==> src/rtl/serial_add_seq.sv <==
// serial_add_seq: WIDTH-bit adder that reuses one 4-bit ripple slice over WIDTH/4 cycles.
// Nibbles are processed least significant first. The carry is held in a register between nibbles.
// Handshake: start is accepted in IDLE or DONE. busy is high in RUN. done pulses for one cycle.
// Optional feature macro: SERADD_SUB_EN adds a 'sub' port for A-B (two's complement via ~B + 1).
module serial_add_seq #(
  parameter int unsigned WIDTH = 16
) (
  input  logic             clk,
  input  logic             rst_n,
  input  logic             start,
  input  logic [WIDTH-1:0] A,
  input  logic [WIDTH-1:0] B,
  input  logic             Cin,
`ifdef SERADD_SUB_EN
  input  logic             sub,
`endif
  output logic [WIDTH-1:0] S,
  output logic             Cout,
  output logic             busy,
  output logic             done
);

  localparam int unsigned NIB  = WIDTH / 4;
  localparam int unsigned CntW = (NIB > 1) ? $clog2(NIB) : 1;

  if ((WIDTH % 4) != 0 || WIDTH < 8) begin : gen_bad_width
    $error("serial_add_seq: WIDTH must be a multiple of 4 and >= 8");
  end

  typedef enum logic [1:0] {StIdle, StRun, StDone} state_e;

  state_e            state_q;
  logic [WIDTH-1:0]  opa_q, opb_q, s_q;
  logic              carry_q, cout_q, busy_q, done_q;
  logic [CntW-1:0]   cnt_q;

  logic [3:0]        a_nib, b_nib, sum_nib;
  logic [4:0]        chain;
  logic              slice_cout;
  logic [WIDTH-1:0]  opb_load;
  logic              carry_load;

  // Operand B and initial carry as latched on an accepted start.
  always_comb begin
    opb_load   = B;
    carry_load = Cin;
`ifdef SERADD_SUB_EN
    if (sub) begin
      opb_load   = ~B;
      carry_load = 1'b1;
    end
`endif
  end

  // Select the active nibble and run it through the 4-bit full-adder chain.
  always_comb begin
    a_nib   = '0;
    b_nib   = '0;
    sum_nib = '0;
    chain   = '0;
    for (int i = 0; i < NIB; i++) begin
      if (cnt_q == CntW'(i)) begin
        a_nib = opa_q[4*i +: 4];
        b_nib = opb_q[4*i +: 4];
      end
    end
    chain[0] = carry_q;
    for (int j = 0; j < 4; j++) begin
      sum_nib[j]   = a_nib[j] ^ b_nib[j] ^ chain[j];
      chain[j+1]   = (a_nib[j] & b_nib[j]) | (chain[j] & (a_nib[j] ^ b_nib[j]));
    end
    slice_cout = chain[4];
  end

  // Control FSM with registered outputs; DONE accepts a new start like IDLE.
  always_ff @(posedge clk or negedge rst_n) begin
    if (!rst_n) begin
      state_q <= StIdle;
      opa_q   <= '0;
      opb_q   <= '0;
      s_q     <= '0;
      carry_q <= 1'b0;
      cout_q  <= 1'b0;
      busy_q  <= 1'b0;
      done_q  <= 1'b0;
      cnt_q   <= '0;
    end else begin
      unique case (state_q)
        StIdle, StDone: begin
          done_q <= 1'b0;
          if (start) begin
            opa_q   <= A;
            opb_q   <= opb_load;
            carry_q <= carry_load;
            cnt_q   <= '0;
            busy_q  <= 1'b1;
            state_q <= StRun;
          end else begin
            state_q <= StIdle;
          end
        end
        StRun: begin
          for (int i = 0; i < NIB; i++) begin
            if (cnt_q == CntW'(i)) s_q[4*i +: 4] <= sum_nib;
          end
          carry_q <= slice_cout;
          if (cnt_q == CntW'(NIB - 1)) begin
            cout_q  <= slice_cout;
            cnt_q   <= '0;
            busy_q  <= 1'b0;
            done_q  <= 1'b1;
            state_q <= StDone;
          end else begin
            cnt_q <= cnt_q + 1'b1;
          end
        end
        default: begin
          busy_q  <= 1'b0;
          done_q  <= 1'b0;
          state_q <= StIdle;
        end
      endcase
    end
  end

  assign S    = s_q;
  assign Cout = cout_q;
  assign busy = busy_q;
  assign done = done_q;

endmodule

==> config.mk <==
export PLATFORM = sky130hd
export DESIGN_NAME = serial_add_seq
export DESIGN_NICKNAME = d
export VERILOG_FILES = /design/src/rtl/serial_add_seq.sv
export SDC_FILE = /design/constraint.sdc
export NUM_CORES = 1
export LEC_CHECK = 0
export ABC_CLOCK_PERIOD_IN_PS = 4600
export BUFFER_PORTS_ARGS = -buffer_cell sky130_fd_sc_hd__buf_2
export CORE_MARGIN = 2
export CORE_UTILIZATION = 31
export DETAILED_ROUTE_END_ITERATION = 16
export GPL_ROUTABILITY_DRIVEN = 0
export SYNTH_ARGS = -nofsm -noshare
export SYNTH_HDL_FRONTEND = slang
export SYNTH_SLANG_ARGS = --single-unit
==> constraint.sdc <==
create_clock -name clk -period 4.6 [get_ports clk]
set_clock_uncertainty 0.15 [all_clocks]
set_input_delay 0.23 -clock clk [delete_from_list [all_inputs] [get_ports clk]]
set_output_delay 0.23 -clock clk [all_outputs]
set_load 0.01 [all_outputs]
Yosys cells after proc, flatten, opt, wreduce, memory -nomap -nowiden
Index checks and enable logic that the tools add are counted.

Register bits: 56. Bits in latches: 0. Memory bits (writable): 0. ROM bits: 0. Bits of input ports: 36. Output and inout port bits: 19. Word-level logic and storage cells: 72. Memories kept: 0.

Add/sub/neg operators: 1. Multiply operators: 0. Divide/modulo/power cells: 0. Order comparisons: 0. Equal/unequal tests: 7. Shift-type cells: 0. Multiplexer cells: 21. Bitwise gates (word level): 20. Reduce and logical (&&, ||, !) cells: 11.

Operators by type and width (number): 2-to-1 mux 4 bit (8); AND reduction 2 bit (7); bitwise AND 1 bit (8); one-hot mux 2 bit (2 select lines) (2); bitwise XOR 1 bit (8); == test 2 bit (second input constant) (3); 2-to-1 mux 1 bit (6); 2-to-1 mux 2 bit (3); == test 2 x 1 -> 1 bit (second input constant) (2); zero test 2 bit (2); != test 2 bit (second input constant) (2); bitwise OR 1 bit (4); one-hot mux 1 bit (2 select lines) (2); adder 2 x 1 -> 2 bit (second input constant) (1); nonzero test 2 bit (1); OR reduction 2 bit (1).

Depth between registers and ports, before layout
Depth after elaboration: 15. Depth in mapped cells: 13. Depth with buffers taken out: 12.

Worst setup path after synthesis
OpenSTA, ideal clock, no wires.

Kind: reg2reg. From: reg cnt_q[0]. To: reg s_q[7], in the netlist S[7]. Library setup time: 0.125 ns. Arrival time: 2.934 ns. Data required time: 4.325 ns. Setup slack: 1.390 ns. Stages on the path, launching flop included: 11. Path buffers: 1. Clock period less this slack: 3.210 ns. Cells stage by stage: dfrtp_1 > ha_1 > buf_4 > nand2b_1 > o221ai_1 > fa_1 > inv_1 > fa_1 > fa_1 > fa_1 > mux2_4.

Longest elaborated chain between the ends: 13. Elaborated cells between the ends (all ways): 27. Classes of those cells: eq/ne: 3; mux: 8; bitwise: 14; reduce/logical: 2.

Ends and longest elaborated chain: start: declaration (RTL line 35) `logic [CntW-1:0] cnt_q;`; start signal: assignment (RTL line 114) `cnt_q <= cnt_q + 1'b1;`; zero test 2 bit (RTL line 62) `if (cnt_q == CntW'(i)) begin`; 2-to-1 mux 4 bit (4 in series) (RTL line 62); bitwise XOR 1 bit (RTL line 70) `chain[j+1] = (a_nib[j] & b_nib[j]) | (chain[j] & (a_nib[j] ^ b_nib[j]));`; bitwise AND 1 bit (RTL line 70); bitwise OR 1 bit (RTL line 70); bitwise AND 1 bit (RTL line 70); bitwise OR 1 bit (RTL line 70); bitwise AND 1 bit (RTL line 70); bitwise OR 1 bit (RTL line 70); bitwise XOR 1 bit (*) (RTL line 69) `sum_nib[j] = a_nib[j] ^ b_nib[j] ^ chain[j];`; via sum_nib[3] (RTL line 37) `logic [3:0] a_nib, b_nib, sum_nib;`; end signal: indexed assignment (RTL line 104) `if (cnt_q == CntW'(i)) s_q[4*i +: 4] <= sum_nib;`; end: declaration (RTL line 33) `logic [WIDTH-1:0] opa_q, opb_q, s_q;`.

Mark *: on every way through the listed nets, which the timed path passes. The rest lies on a longest branch. A chain may end at the register's enable or synchronous reset.

Final worst setup path
Same ends and word-level chain as after synthesis.

==> flow_summary.yaml <==
yosys:
  yosys_warnings: 0
  yosysUniqueCellTypes: 29
  syn_area_per_cell_um2: 10.18
  synthCells: 248
  netlist_area_um2: 2524
  ys_ff_latch: 55
  ys_seq_area_share_pct: 54.54
  syn-num-nets: 292
clocking:
  cts_resized: 0
  cts_hold_buf: 33
  cts-buffers-inserted: 5
  cts_sinks: 55
  cts_buffer_depth: 2
  cts_tree: "built"
  htreeDepth: 2
  cts_setup_buffers: 0
  cts-root-buf: "clkbuf_8"
  cts.clk_slew.worst_paths_ps: 100
  clock_latency_ps: 310
sta:
  fin_setup_tns_ps: 0
  period_share_pct: 75.52
  setup_viol: 0
  drv_slew: 0
  fin_crit_ps: 3474
  tightest_slew_ps: 705.4
  hold_violations: 0
  relSlewSlack_pct: 52.97
  holdWs_ps: 91.67
  clock.fmax_mhz: 287.9
  rsz0062_at_grt: "false"
detailed_routing:
  drt_iter0_markers: 84
  drc: 0
  via_per_inst: 4.530
  first_pass_iters: 4
  vias: 1975
  ant_nets: 0
  routed_wl_um: 5665
  wl_per_cell_um: 12.99
min_path:
  min_path_type: "in -> reg"
die:
  die_y_um: 94.23
  start_util_pct: 32.32
  core_um2: 7807
  rows: 32
  io-pin-count: 55
  die_w_um: 94.23
  die-area_um2: 8878
critical_path:
  worstPathBufferInverterCount: 1
  path_common_cell: "fa_1"
  critPathCaptureType: "flop"
  startpoint_type: "flop"
  crit_type: "reg -> reg"
  cp_slowest_stage_delay_ps: 500
  cp_max_fo: 9
  crit_arrival_ps: 3530
  slowest_stage: "fa_1"
  crit_family: "adder cells"
  crit_required_ps: 4650
  crit_chain: "ha_1 -> nand2b_1 -> o221ai_1 -> fa_1 -> inv_1 -> fa_1 -> fa_1 -> fa_1 -> mux2_4"
layout:
  final_nets: 378
  area_delta_synth_final_pct: 30.00
  final_cells: 436
  drive_gt1_share_pct: 24.85
  antenna-diode-count: 0
  n_fill_cell: 783
grt:
  grt_overflow: 0
  grt_pass1_vias: 1967
  antenna_found_initial: 0
  track_usage_pct: 13.56
  grt_max_degree: 56
  grt_pass1_wl_um: 9335
status:
  status: "completed"
power_and_ir_drop:
  p_per_area_nw_per_um2: 718.5
  peakVddDrop_mv: 0.2886
  cellLeakagePower_nw: 1.655
placement:
  hpwl_um: 4012
  dp_cells: 396
  numPortBuffers: 54
job:
  drv_cap: 0
[layout by cell type (no fill, tap or decap), types with 2 or more instances in the layout]
cell type      count
nand2_1          106
dfrtp_1           55
buf_2             54
dlygate4sd3_1     33
mux2_2            10
inv_1              8
o21ai_0            8
o22ai_1            6
nand3b_1           5
clkbuf_8           5
a31oi_1            4
fa_1               4
ha_1               4
nand2b_1           3
a22oi_1            3
mux2_4             3
buf_4              3
o211ai_1           2
o221ai_1           2
a21oi_1            2
nor2_1             2
nand3_1            2
[metal layers]
metal  vias to the layer above  track usage (%)  part of all wire (%)
met5                         -                0                     0
met4                         0            3.382                  0.85
met3                         5            2.809                   4.8
met2                        51            22.20                    46
met1                       938            18.37                    48
li1                        981                -                     -
[cell usage after synthesis]
master    instances  share of area, %
a21oi_1           2              0.40
a221oi_2          1              0.59
a22oi_1           3              0.89
a31oi_1           4              0.99
buf_2             1              0.20
buf_4             4               1.2
buf_6             6               2.7
dfrtp_1          55                55
fa_1              4               3.2
ha_1              4               2.0
inv_1             8               1.2
mux2_2           10               4.5
mux2_4            3               1.8
nand2_1         106                16
nand2b_1          3              0.74
nand3_1           2              0.40
nand3b_1          5               1.5
nand3b_2          1              0.45
nand3b_4          1              0.79
nor2_1            2              0.30
nor2_2            1              0.25
nor2b_1           1              0.25
nor2b_4           1              0.55
nor3b_1           1              0.30
o211ai_1          2              0.59
o21ai_0           8               1.6
o221ai_1          2              0.69
o22ai_1           6               1.5
o31ai_1           1              0.30
[registers in the layout, summed over array words and instances (netlist names)]
signal,cells
carry_q,1
busy,1
opb_q,16
cnt_q,2
S,16
Cout,1
state_q,2
opa_q,16
[layout make-up]
class                           count  area (um^2)  share of cell area (%)
Tap cell                          102        127.6                   3.890
Clock inverter                      2        37.54                   1.144
Timing Repair Buffer               90        623.1                   18.99
Multi-Input combinational cell    174         1017                   31.01
Inverter                            8        30.03                  0.9153
Sequential cell                    55         1376                   41.95
Clock buffer                        5        68.82                   2.098
[worst register-to-register path, cell delays in order, from the launching register on]
cell	delay, ps
dfrtp_1	440
ha_1	350
nand2b_1	310
o221ai_1	310
fa_1	220
inv_1	50
fa_1	390
fa_1	390
fa_1	500
mux2_4	280
[path summary, 6_finish.rpt]
kind	start	to	slack [ps]	cells past startpoint
max	cnt_q[0]$_DFFE_PN0P_	S[7]$_DFFE_PN0P_	1130	9
min	start	busy$_DFFE_PN0P_	90	3
max reg2reg	cnt_q[0]$_DFFE_PN0P_	S[7]$_DFFE_PN0P_	1130	9
min reg2reg	opb_q[3]$_DFFE_PN0P_	opb_q[3]$_DFFE_PN0P_	330	2
max in group asynchronous	rst_n	opa_q[1]$_DFFE_PN0P_	3390	3
min in group asynchronous	rst_n	opa_q[14]$_DFFE_PN0P_	430	3
[power by group]
group,internal [mW],total [mW],leakage [nW],switching [mW]
Clock,0.159,0.315,0.0502,0.156
Combinational,0.531,1.16,0.931,0.634
Sequential,0.724,0.877,0.673,0.154
[stage by stage]
stage / setup WS, ps / area, um^2 / util (%) / total power [mW]
2_1_floorplan: 1390 / 2524 / - / 1.719
3_5_place_dp: 1162 / 2844 / 36.43 / 2.055
4_1_cts: 1120 / 3281 / 42.02 / 2.392
5_1_grt: 977.5 / 3281 / 42.02 / 2.570
3_3_place_gp: 1245 / 2844 / 36.43 / 2.023
6_report: 1126 / 3281 / 42.02 / 2.357
[logic make-up (layout without fill, tap and decap cells)]
kind of cell / count (synthesis) / in the layout / share of synthesized area [%]
simple gates: 124 / 124 / 21.27
compound gates: 29 / 29 / 7.536
flops: 55 / 55 / 54.54
buf+inv: 19 / 105 / 5.255
fa+ha+maj: 8 / 8 / 5.156
mux: 13 / 13 / 6.247
(Power assumes the default switching activity.)
